===== src/rtl/score_display_driver.sv =====
// Sequential binary-to-BCD converter (shift-and-add-3, one bit per clock) with a
// multi-digit seven-segment driver: blinking, leading-zero blanking, overflow dashes.
module score_display_driver #(
    parameter int BIN_W     = 7,
    parameter int DIGITS    = 2,
    parameter int BLINK_DIV = 100
) (
    input  logic                  clk,
    input  logic                  nRst,
    input  logic                  load,
    input  logic [BIN_W-1:0]      bin,
    input  logic                  blink_en,
    input  logic                  lz_blank,
    output logic                  busy,
    output logic                  done,
    output logic                  overflow,
    output logic [4*DIGITS-1:0]   bcd,
    output logic [7*DIGITS-1:0]   seg
);

    // Handshake: load is sampled only while idle (busy=0); the accepting edge raises
    // busy, and done pulses for one cycle on the edge that latches the new result.

    localparam int SW = 4 * (DIGITS + 1);
    localparam int CW = $clog2(BIN_W + 1);
    localparam int BW = $clog2(BLINK_DIV + 1);

    typedef enum logic {IDLE, SHIFT} state_t;

    state_t           state;
    logic [BIN_W-1:0] sr;
    logic [SW-1:0]    scratch;
    logic [SW-1:0]    adjusted;
    logic [SW-1:0]    scratch_next;
    logic [CW-1:0]    cnt;
    logic [BW-1:0]    blink_cnt;
    logic             phase;
    logic             upper_zero;

    always_comb begin
        adjusted = scratch;
        for (int d = 0; d <= DIGITS; d++) begin
            if (scratch[4*d +: 4] >= 4'd5)
                adjusted[4*d +: 4] = scratch[4*d +: 4] + 4'd3;
        end
        scratch_next = {adjusted[SW-2:0], sr[BIN_W-1]};
    end

    always_ff @(posedge clk) begin
        if (!nRst) begin
            state    <= IDLE;
            sr       <= '0;
            scratch  <= '0;
            cnt      <= '0;
            busy     <= 1'b0;
            done     <= 1'b0;
            overflow <= 1'b0;
            bcd      <= '0;
        end else begin
            done <= 1'b0;
            case (state)
                IDLE: begin
                    if (load) begin
                        sr      <= bin;
                        scratch <= '0;
                        cnt     <= CW'(BIN_W);
                        busy    <= 1'b1;
                        state   <= SHIFT;
                    end
                end
                SHIFT: begin
                    scratch <= scratch_next;
                    sr      <= sr << 1;
                    cnt     <= cnt - 1'b1;
                    // The spare top digit only ever holds the part of the value >= 10^DIGITS.
                    if (cnt == CW'(1)) begin
                        bcd      <= scratch_next[4*DIGITS-1:0];
                        overflow <= |scratch_next[SW-1 -: 4];
                        done     <= 1'b1;
                        busy     <= 1'b0;
                        state    <= IDLE;
                    end
                end
            endcase
        end
    end

    always_ff @(posedge clk) begin
        if (!nRst) begin
            blink_cnt <= '0;
            phase     <= 1'b1;
        end else if (blink_cnt == BW'(BLINK_DIV - 1)) begin
            blink_cnt <= '0;
            phase     <= ~phase;
        end else begin
            blink_cnt <= blink_cnt + 1'b1;
        end
    end

    function automatic logic [6:0] seg_of(input logic [3:0] d);
        case (d)
            4'd0:    seg_of = 7'b0111111;
            4'd1:    seg_of = 7'b0000110;
            4'd2:    seg_of = 7'b1011011;
            4'd3:    seg_of = 7'b1001111;
            4'd4:    seg_of = 7'b1100110;
            4'd5:    seg_of = 7'b1101101;
            4'd6:    seg_of = 7'b1111101;
            4'd7:    seg_of = 7'b0000111;
            4'd8:    seg_of = 7'b1111111;
            4'd9:    seg_of = 7'b1100111;
            default: seg_of = 7'b0000000;
        endcase
    endfunction

    always_comb begin
        seg        = '0;
        upper_zero = 1'b1;
        for (int k = DIGITS - 1; k >= 0; k--) begin
            upper_zero = upper_zero && (bcd[4*k +: 4] == 4'd0);
            if (overflow)
                seg[7*k +: 7] = 7'b1000000;
            else if (lz_blank && (k != 0) && upper_zero)
                seg[7*k +: 7] = 7'b0000000;
            else
                seg[7*k +: 7] = seg_of(bcd[4*k +: 4]);
        end
        if (blink_en && !phase)
            seg = '0;
    end

endmodule


===== config.mk =====
export PLATFORM = sky130hd
export DESIGN_NAME = score_display_driver
export DESIGN_NICKNAME = d
export VERILOG_FILES = /design/src/rtl/score_display_driver.sv
export SDC_FILE = /design/constraint.sdc
export NUM_CORES = 1
export LEC_CHECK = 0
export BUFFER_PORTS_ARGS = -buffer_cell sky130_fd_sc_hd__buf_2
export CAP_MARGIN = 20
export CORE_MARGIN = 2
export CORE_UTILIZATION = 33
export DETAILED_ROUTE_END_ITERATION = 10
export GPL_TIMING_DRIVEN = 0
export MAX_ROUTING_LAYER = met4
export PLACE_DENSITY = 0.51
export SKIP_LAST_GASP = 1
export SLEW_MARGIN = 20
export SYNTH_ARGS = -nofsm -noshare
export SYNTH_HDL_FRONTEND = slang
export SYNTH_SLANG_ARGS = --single-unit

===== constraint.sdc =====
create_clock -name clk -period 5.5 [get_ports clk]
set_clock_uncertainty 0.1 [all_clocks]
set_input_delay 1.1 -clock clk [delete_from_list [all_inputs] [get_ports clk]]
set_output_delay 1.1 -clock clk [all_outputs]
set_load 0.01 [all_outputs]

### After elaboration in Yosys (flattened, before gate mapping)

Memories as Yosys holds them, arrays and structs flattened. A register that Yosys moved wholly into a read port is not among the register bits.
Cells that the tools add are included.

* register bits after elaboration: 42
* bits in read-only memories: 224
* memories: 2

* add/subtract/negate cells: 5
* order comparisons: 3
* equal/unequal tests: 4
* mux-type cells: 24
* bitwise gates (word level): 3
* reductions and logical operators: 9

Memories
* (name not given): depth 16, bits a word 7, read ports 1, clocked after Yosys merged registers in 1, write ports 0, line 101 `case (d)`
* (name not given): depth 16, bits a word 7, read ports 1, clocked after Yosys merged registers in 1, write ports 0, line 101

Operator list (number)
* 7-bit two-way mux: 4
* 4-bit two-way mux: 6
* 12-bit one-hot mux with 2 select lines: 1
* 14-bit two-way mux: 1
* 7-bit one-hot mux with 2 select lines: 1
* 4-bit by 3-bit greater-or-equal comparator with 1-bit output, second input constant: 3
* 12-bit two-way mux: 1
* 4-bit by 2-bit adder with 4-bit output, second input constant: 2
* 7-bit by 1-bit adder with 7-bit output, second input constant: 1
* 7-bit == test, second input constant: 1
* 3-bit two-way mux: 2
* 3-bit one-hot mux with 2 select lines: 1
* 2-bit AND reduction: 3
* 1-bit two-way mux: 5
* 4-bit logical NOT: 1
* 1-bit one-hot mux with 2 select lines: 2
* 4-bit OR reduction: 1
* 3-bit by 2-bit adder with 3-bit output, second input constant: 1
* 3-bit by 1-bit == test with 1-bit output, second input constant: 1
* 1-bit NOT: 3
* 3-bit by 1-bit subtractor with 3-bit output, second input constant: 1
* 1-bit logical AND: 2
* 2-bit by 1-bit != test with 1-bit output, second input constant: 1
* 2-bit != test, second input constant: 1
* 2 further kinds: 2

### Logic depth before layout (Yosys ltp)

Gate-level depths: netlist of run 1.

* word-level depth: 5
* gate-level depth with buffers: 11
* mapped depth without buffers: 10

### Worst setup path after synthesis of run 1

Ideal clock, no wire load.

* path type: input to output
* start point: input port blink_en
* end point: output port seg[10]
* arrival: 1775 ps
* required time: 4300 ps
* setup slack: 2525 ps
* cell stages on the path: 4
* path buffers: 1
* cell sequence: nor2b_1 > nor2_1 > clkbuf_1 > and3_1

* cells in the longest elaborated chain, start to end: 2

RTL lines
* start, declared: line 12 `input logic blink_en,`
* 1-bit logical AND: line 128 `if (blink_en && !phase)`
* 14-bit two-way mux: line 128
* end, declared: line 18 `output logic [7*DIGITS-1:0] seg`

No other way between the ends.

### Worst setup path after layout of run 1

* start point: input port blink_en
* end point: output port seg[9]

The elaborated chain is that of the path after synthesis.

==> results of run 1 <==
[area by class of cell]
type	count	area [um^2]	area share
buffer	20	85.08	0.02445
clock buffer	5	68.82	0.01978
clock inverter	3	42.54	0.01223
inverter	22	82.58	0.02373
multi-input combinational	271	1765	0.5074
sequential	56	1121	0.3222
tap	111	138.9	0.03991
timing repair buffer	35	175.2	0.05034
[synth_stat cells, drive strengths merged (2+ instances only)]
cell     n  area (um^2)
o311ai   3        26.28
o31ai    2        15.01
nor3b    3        22.52
buf     12        55.05
o21bai   3        22.52
a211oi   5        42.54
o32ai    2        25.03
mux2i    8        80.08
a21o     4        30.03
nand2b   3        18.77
or3b     2        17.52
or3      3        18.77
o21ai   20        103.9
nand2   26        100.1
nor2    41        153.9
a21oi   26        130.1
nand4    2        12.51
nand3   13        65.06
clkbuf   8        30.03
o22ai    4        25.02
inv     22        82.58
nor3    16        80.08
nor2b    4        25.02
and3    12        75.07
a31oi    2        27.53
xnor2    3        26.28
dfxtp   56         1121
o21a     6        45.04
a41oi    2        25.03
nand3b   3        26.27
ha      21        262.8
xor2     3        26.28
and2b    2        15.01
and2    10        62.56
[logic make-up (layout without fill, tap and decap cells)]
group                    after synthesis  after routing  share of synthesized area
buffers and inverters                 42             85                    0.05490
multiplexers                           9              9                    0.02991
XOR/XNOR                               6              6                    0.01721
AO/OA/AOI/OAI                         92             92                     0.2093
AND/OR/NAND/NOR                      143            143                     0.2356
adder cells (fa/ha/maj)               21             21                    0.08603
flip-flops                            56             56                     0.3671
[final timing paths]
| kind | from | to | slack, ps | depth (start not counted) |
|---|---|---|---|---|
| max | blink_en | seg[9] | 2230 | 6 |
| min | blink_cnt[0] | blink_cnt[0] | 360 | 1 |
| min reg2reg | blink_cnt[0] | blink_cnt[0] | 360 | 1 |
| max reg2reg | scratch[4] | register | 2610 | 10 |
[worst max-delay path, cell delays in order]
cell and delay (ps):
buf_2 90, nor2b_1 140, nor2_1 140, clkbuf_1 280, and3_1 200, buf_2 120
[through the flow]
stage / setup slack [ps] / instance area [um^2] / hold WS [ps]
after detailed placement: 2184 / 3368 / 334.7
after global placement: 2199 / 3368 / 328.6
after global routing: 2073 / 3480 / 399.5
after floorplan: 2525 / 3054 / 313.0
final: 2227 / 3480 / 358.4
after CTS: 2183 / 3480 / 360.8
[report_power, final]
part | switching [W] | internal (W) | total, W
Combinational | 0.0000583 | 0.0000388 | 0.0000970
Sequential | 0.00000843 | 0.000420 | 0.000429
Clock | 0.000139 | 0.000135 | 0.000274
[layer usage]
metal / global-route usage / vias up / wire length [um]
li1: - / 1383 / -
met1: 0.2138 / 1229 / 3738
met2: 0.2370 / 74 / 3203
met3: 0.03760 / 4 / 399
met4: 0.03056 / 0 / 46
met5: - / - / 0
==> flow_summary_export.csv, run 1 <==
group,metric,value,unit
status,outcome,"complete, no violations",
global_route,grt.overflow.total,0,
setup_path,path_class,"input port to output pin",
sta,post-route-period-util,0.5951,
setup_path,startpoint_type,"input port",
setup_path,endpoint_kind,"output pin",
clock_tree,cts_buffers,5,
sta,fmax,0.3055,GHz
global_route,antenna_found_initial,0,
synthesis,synth_edf_count,0,
cells_and_area,drive_above_1_share,0.1553,
clock_tree,clockBufferDepth,2,
drt,post-route-drc-count,0,
worst_hold_path,hold_class,"register to register",
synthesis,synthCells,369,
setup_path,cp.arrival,2070,ps
cells_and_area,final_common_cell,"dfxtp_1",
floorplan,die_h,100.2,um
floorplan,core,9109,um^2
cells_and_area,final_nets,444,
sta,grt_setup_unrepaired,"false",
clock_tree,cts_setup_buffers,0,
placement,dp_cells,515,
global_route,grt_util_all_layers,0.1564,
power_and_ir_drop,leakage,1.428,nW
synthesis,ys.flop_type,"dfxtp_1",
synthesis,ys_ff_latch,56,
clock_tree,clkTransAtPathRegs,120,ps
clock_tree,cts-root-buf,"clkbuf_8",
clock_tree,clock_sinks,56,
drt,routedWlPerCell,14.13,um
sta,drv_slew,0,
floorplan,num_rows,35,
cells_and_area,layout.cells.non_filler,523,
synthesis,synth_area,3054,um^2
synthesis,post_synth.cell_area_avg,8.277,um^2
synthesis,async_reset_ff_frac,0,
synthesis,yosys_warnings,0,
sta,setup_tns,0,ps
clock_tree,htreeDepth,2,
job,drv_cap,0,
setup_path,cp.required,4300,ps
clock_tree,ctsHoldBuffers,0,
drt,via_per_inst,5.143,
synthesis,synth-seq-area-share,0.3671,
cells_and_area,layout_common_cells,"dfxtp_1 (56), buf_2 (43), nor2_1 (41)",
drt,vias,2690,
cells_and_area,antenna_cells,0,
clock_tree,cts_tree,"built",
global_route,grt_pass1_wl,12.38,mm
global_route,grt_max_degree,18,
drt,routed_wirelength,7.388,mm
setup_path,worst-path-max-fanout,10,
cells_and_area,fill_cells,958,
sta,hold_violations,0,
sta,setup_violations,0,
floorplan,dieWidth,100.2,um
placement,hpwlAfterDp,5.493,mm
drt,ant_nets,0,
placement,place.gp.congestion,0.8463,
clock_tree,clkLatencyLatePin,320,ps
power_and_ir_drop,ir_drop,0.09164,mV
global_route,grt_pass1_vias,2530,
sta,worstMarginPinSlew,649.3,ps
sta,relSlewSlack,0.5671,
placement,port_buffers,35,
floorplan,start_util,0.3353,
synthesis,synth.net_count,402,
cells_and_area,syn2layout_area_growth,13.93,%
sta,fin_crit,3273,ps
cells_and_area,fin_util,0.3820,
drt,initialDrtViolationCount,111,
floorplan,pin_count,37,
floorplan,dieArea,10040,um^2
power_and_ir_drop,power_density,229.8,nW/um^2
synthesis,synth_cell_types,63,
drt,first_pass_iters,4,
clock_tree,cts-resized-gates,0,
power_and_ir_drop,total_power,0.0007997,W
No activity file was read; power rests on OpenSTA's default activity.
==> inputs of run 2 (changes only) <==
ABC_AREA = 1   (was unset)
PLACE_DENSITY = 0.52   (was 0.51)
clock period = 3.1 ns   (was 5.5 ns; I/O delays follow)
==> flow_summary_export.csv, run 2 <==
group,metric,value,unit
synthesis,post_synth.cell_area_avg,7.133,um^2
placement,port_buffers,35,
drt,via_per_inst,4.538,
sta,post-route-period-util,0.8015,
floorplan,start_util,0.3376,
floorplan,dieArea,9068,um^2
clock_tree,cts-root-buf,"clkbuf_8",
setup_path,crit_end,"seg[12]",
clock_tree,clkLatencyLatePin,300,ps
drt,routed_wirelength,5.642,mm
sta,worstMarginPinSlew,533.2,ps
status,outcome,"complete, no violations",
clock_tree,cts_buffers,5,
cells_and_area,multiInputGateArea,1376,um^2
clock_tree,clock_sinks,56,
power_and_ir_drop,p_sw,0.0003154,W
cells_and_area,antenna_cells,0,
setup_path,path_class,"input port to output pin",
synthesis,synth-seq-area-share,0.4082,
synthesis,ys.flop_type,"dfxtp_1",
global_route,grt_pass1_wl,9.853,mm
power_and_ir_drop,swShare,0.2528,
power_and_ir_drop,power_density,398.0,nW/um^2
sta,fin_crit,2485,ps
floorplan,dieWidth,95.23,um
global_route,grt_util_all_layers,0.1401,
placement,hpwlAfterDp,4.257,mm
setup_path,worst-path-max-fanout,9,
global_route,grt_max_degree,17,
floorplan,core,8134,um^2
cells_and_area,final_nets,460,
clock_tree,clockBufferDepth,2,
drt,ant_nets,0,
sta,fmax,0.4025,GHz
placement,place.gp.congestion,0.8490,
clock_tree,clkTransAtPathRegs,100,ps
worst_hold_path,hold_class,"register to register",
synthesis,synth_area_leaders,"dfxtp_1 (41%), nand2_1 (16%), ha_1 (9.6%)",
clock_tree,cts-resized-gates,0,
clock_tree,cts_tree,"built",
global_route,grt_pass1_vias,2219,
cells_and_area,fill_cells,890,
synthesis,synth_edf_count,0,
global_route,grt.overflow.total,0,
setup_path,cp.required,2380,ps
cells_and_area,drive_above_1_share,0.1194,
clock_tree,htreeDepth,2,
power_and_ir_drop,p_seq_frac,0.600,
sta,drv_slew,0,
setup_path,r2r-start,"cnt[1]",
sta,grt_setup_unrepaired,"false",
setup_path,endpoint_kind,"output pin",
setup_path,r2r_cells,14,
setup_path,worst-r2r-setup-slack,820,ps
cells_and_area,fin_util,0.3853,
power_and_ir_drop,clockPowerShare,0.307,
synthesis,synth.net_count,418,
setup_path,startpoint,"blink_en",
power_and_ir_drop,combPwrFrac,0.093,
sta,setup_tns,0,ps
cells_and_area,regArea,1121,um^2
sta,hold_violations,0,
sta,setup_violations,0,
setup_path,startpoint_type,"input port",
drt,post-route-drc-count,0,
sta,relSlewSlack,0.6445,
cells_and_area,syn2layout_area_growth,14.12,%
floorplan,pin_count,37,
drt,vias,2414,
setup_path,cp.arrival,1760,ps
synthesis,yosysTopAreaCellShare,0.4082,
power_and_ir_drop,leakage,1.543,nW
floorplan,num_rows,33,
power_and_ir_drop,ir_drop,0.1622,mV
synthesis,yosys-top-cells-count,"nand2_1 (114), dfxtp_1 (56), inv_1 (54)",
synthesis,ys_ff_latch,56,
floorplan,die_h,95.23,um
synthesis,synth_cell_types,31,
synthesis,synth_top_cell_by_area,"dfxtp_1",
clock_tree,ctsHoldBuffers,0,
drt,initialDrtViolationCount,73,
job,drv_cap,0,
drt,first_pass_iters,4,
synthesis,yosys_warnings,0,
drt,routedWlPerCell,10.61,um
cells_and_area,final_common_cell,"nand2_1",
clock_tree,cts_setup_buffers,0,
global_route,antenna_found_initial,0,
synthesis,synthCells,385,
cells_and_area,layout_common_cells,"nand2_1 (114), dfxtp_1 (56), inv_1 (54)",
synthesis,async_reset_ff_frac,0,
power_and_ir_drop,p_int,0.0009321,W
synthesis,yosysMostFrequentCell,"nand2_1",
synthesis,synth_area,2746,um^2
worst_hold_path,holdPathStages,1,
[run 2: cell count changes after synthesis, sizes merged, moves of 12 or more]
| cell | previous run | this run |
|---|---|---|
| nand3 | 13 | 32 |
| nand2 | 26 | 117 |
| nor2 | 41 | 28 |
| buf | 12 | 0 |
| nor3 | 16 | 2 |
| inv | 22 | 56 |
[run 2: through the flow]
step                total power (W)  hold WS [ps]  std cells  cell area (um^2)  worst slack [ps]
global placement          0.0008821         331.8        525              3053             602.8
finish                     0.001248         357.4        532              3134             615.5
global route               0.001317         386.5        532              3134             417.4
CTS                        0.001271         362.8        532              3134             626.4
detailed placement        0.0008833         338.2        525              3053             635.9
floorplan                 0.0008405         317.6        385              2746              1083
[run 2: logic make-up after synthesis]
family,after synthesis,synth area share
and+or+nand+nor,191,0.2970
DFF,56,0.4082
adders and majority gates,21,0.09567
xor gates and xnor gates,4,0.01276
buffers and inverters,66,0.09066
AOI/OAI and AO/OA,47,0.09567
[run 2: power by group through the flow]
stage               clock (W)  sequential (W)  combinational, W
CTS                  0.000404        0.000748          0.000119
global route         0.000431        0.000751          0.000135
detailed placement          0        0.000765          0.000118
global placement            0        0.000765          0.000118
floorplan                   0        0.000764         0.0000770
finish               0.000383        0.000748          0.000117
[run 2: layout make-up]
class | instances | area share
Buffer | 9 | 0.01118
Clock buffer | 5 | 0.02196
Clock inverter | 2 | 0.003992
Inverter | 57 | 0.06826
Multi-Input combinational cell | 263 | 0.4391
Sequential cell | 56 | 0.3577
Tap cell | 105 | 0.04192
Timing Repair Buffer | 35 | 0.05589
[run 2: worst min-delay path by stage]
stage / start / endpoint / slack, ps
floorplan: blink_cnt[0] / blink_cnt[0] / 320
global placement: blink_cnt[0] / blink_cnt[0] / 330
detailed placement: blink_cnt[0] / blink_cnt[0] / 340
CTS: blink_cnt[0] / blink_cnt[0] / 360
global route: scratch[11] / scratch[11] / 390
finish: blink_cnt[0] / blink_cnt[0] / 360
[run 2: worst max-delay path: stages]
cell,delay [ps]
buf_2,90
nand2_1,70
clkinv_1,230
nor2_1,430
nand3_1,130
inv_1,60
buf_2,120
[run 2: layer usage]
metal  share of wire  up-vias  track usage
met1            0.50     1071       0.1758
met2            0.45       35       0.2271
met5               0        -            -
met3           0.034        6      0.02609
li1                -     1302            -
met4           0.014        0      0.04710
==> inputs of run 3 (changes only) <==
ABC_AREA = 0   (was 1)
PLACE_DENSITY = 0.51   (was 0.52)
clock period = 2.3 ns   (was 3.1 ns; I/O delays follow)
==> flow_summary_export.csv, run 3 (synthesis gave the netlist of run 1 again) <==
group,metric,value,unit
status,outcome,"complete, no violations",
floorplan,start_util,0.3353,
worst_hold_path,hold_class,"input port to register",
sta,hold_violations,0,
placement,dpl-instance-area,3382,um^2
drt,routedWlPerCell,14.35,um
sta,hold_slack,344.1,ps
setup_path,cp.required,2390,ps
floorplan,pin_count,37,
cells_and_area,drive_above_1_share,0.2810,
drt,first_pass_iters,4,
drt,ant_nets,0,
setup_path,cp.arrival,2320,ps
setup_path,startpoint_type,"register",
clock_tree,cts-root-buf,"clkbuf_8",
cells_and_area,layout_common_cells,"dfxtp_1 (50), buf_2 (42), nor2_1 (41)",
cells_and_area,fin_util,0.4185,
floorplan,die_h,100.2,um
sta,grt_setup_unrepaired,"true",
global_route,grt_pass1_vias,2467,
power_and_ir_drop,ir_drop,0.2823,mV
placement,hpwlAfterDp,5.461,mm
sta,setup_slack,68.49,ps
placement,place.gp.congestion,0.8150,
drt,initialDrtViolationCount,146,
setup_path,crit_chain,"inv_4, ha_4, and2b_2, or3_4, nand3_4, o21bai_4, buf_6, ha_1, nor2_1, o22ai_1",
sta,relSlewSlack,0.5533,
global_route,grt_max_degree,17,
drt,post-route-drc-count,0,
clock_tree,clkLatencyLatePin,310,ps
clock_tree,ctsHoldBuffers,0,
clock_tree,cts_tree,"built",
floorplan,core,9109,um^2
clock_tree,cts_buffers,5,
global_route,antenna_found_initial,0,
job,drv_cap,0,
clock_tree,clkTransAtPathRegs,100,ps
global_route,grt.overflow.total,0,
global_route,grt_pass1_wl,12.44,mm
setup_path,path_class,"register to register",
floorplan,dieArea,10040,um^2
drt,routed_wirelength,7.720,mm
sta,post-route-period-util,0.9702,
cells_and_area,final_nets,459,
setup_path,slowest_stage,"dfxtp_4",
setup_path,endpoint_kind,"register",
setup_path,worst-r2r-setup-slack,70,ps
floorplan,dieWidth,100.2,um
cells_and_area,final_area,3812,um^2
cells_and_area,antenna_cells,0,
sta,fmax,0.4481,GHz
sta,fin_crit,2232,ps
setup_path,worst-path-max-fanout,5,
cells_and_area,final_common_cell,"dfxtp_1",
placement,port_buffers,35,
placement,place_ws,-411.9,ps
clock_tree,clock_sinks,56,
clock_tree,clockBufferDepth,2,
cells_and_area,fill_cells,926,
sta,worstMarginPinSlew,670.0,ps
floorplan,num_rows,35,
drt,vias,2723,
global_route,grt_util_all_layers,0.1593,
power_and_ir_drop,power_density,486.2,nW/um^2
clock_tree,htreeDepth,2,
sta,setup_violations,0,
sta,drv_slew,0,
drt,via_per_inst,5.061,
power_and_ir_drop,leakage,1.545,nW
setup_path,cpPeakStageDelay,400,ps
cells_and_area,syn2layout_area_growth,24.83,%
-- run 3: cell types whose count changed in the layout (fill, tap and decap cells not counted), sizes merged, moves of 6 or more --
| cell | delta |
|---|---|
| nor2 | +13 |
| nand2 | -91 |
| inv | -34 |
| o21a | +6 |
| and2 | +9 |
| mux2i | +8 |
| nand3 | -19 |
| and3 | +11 |
| buf | +27 |
| nor3 | +14 |
-- run 3: final timing paths --
path             endpoint          from  cells after the start
min reg2reg  blink_cnt[0]  blink_cnt[0]                      1
max reg2reg      register    scratch[4]                     10
max              register    scratch[4]                     10
min                 sr[0]        bin[0]                      3
-- run 3: power breakdown --
part           switching (W)  internal (W)
registers          0.0000209       0.00100
logic               0.000145      0.000103
clock network       0.000335      0.000246
total               0.000501       0.00135
-- run 3: repair_timing --
item,in CTS,in global routing
endpoints found under the setup margin,13,11
pin swaps,5,14
gates resized for setup,32,31
buffers inserted,8,7
-- run 3: final cells by class --
class / instances / area, um^2 / share of cell area
Multi-Input combinational cell: 271 / 1962 / 0.5146
Sequential cell: 56 / 1134 / 0.2973
Clock inverter: 1 / 7.507 / 0.001969
Buffer: 20 / 101.3 / 0.02658
Tap cell: 111 / 138.9 / 0.03643
Clock buffer: 7 / 86.33 / 0.02265
Timing Repair Buffer: 50 / 295.3 / 0.07745
Inverter: 22 / 87.58 / 0.02297
-- run 3: critical path, delay by kind of cell (launching register included) --
kind | cells | cell delay [ps]
compound gates | 2 | 160
fa+ha+maj | 2 | 440
simple gates | 4 | 820
flops | 1 | 400
buf+inv | 2 | 190
-- run 3: routing by layer --
layer  global-route usage  vias up  wire length [um]
li1                     -     1411                 -
met1               0.2207     1234              3872
met2               0.2494       73              3464
met3              0.02019        5               321
met4              0.03477        0                62
met5                    -        -                 0
-- run 3: stage by stage --
stage          cells  total power [W]  TNS [ps]
6_report         538         0.001854         0
5_1_grt          538         0.001939    -75.86
4_1_cts          531         0.001862         0
3_5_place_dp     515         0.001282     -2303
3_3_place_gp     515         0.001279     -2084
2_1_floorplan    369         0.001201         0
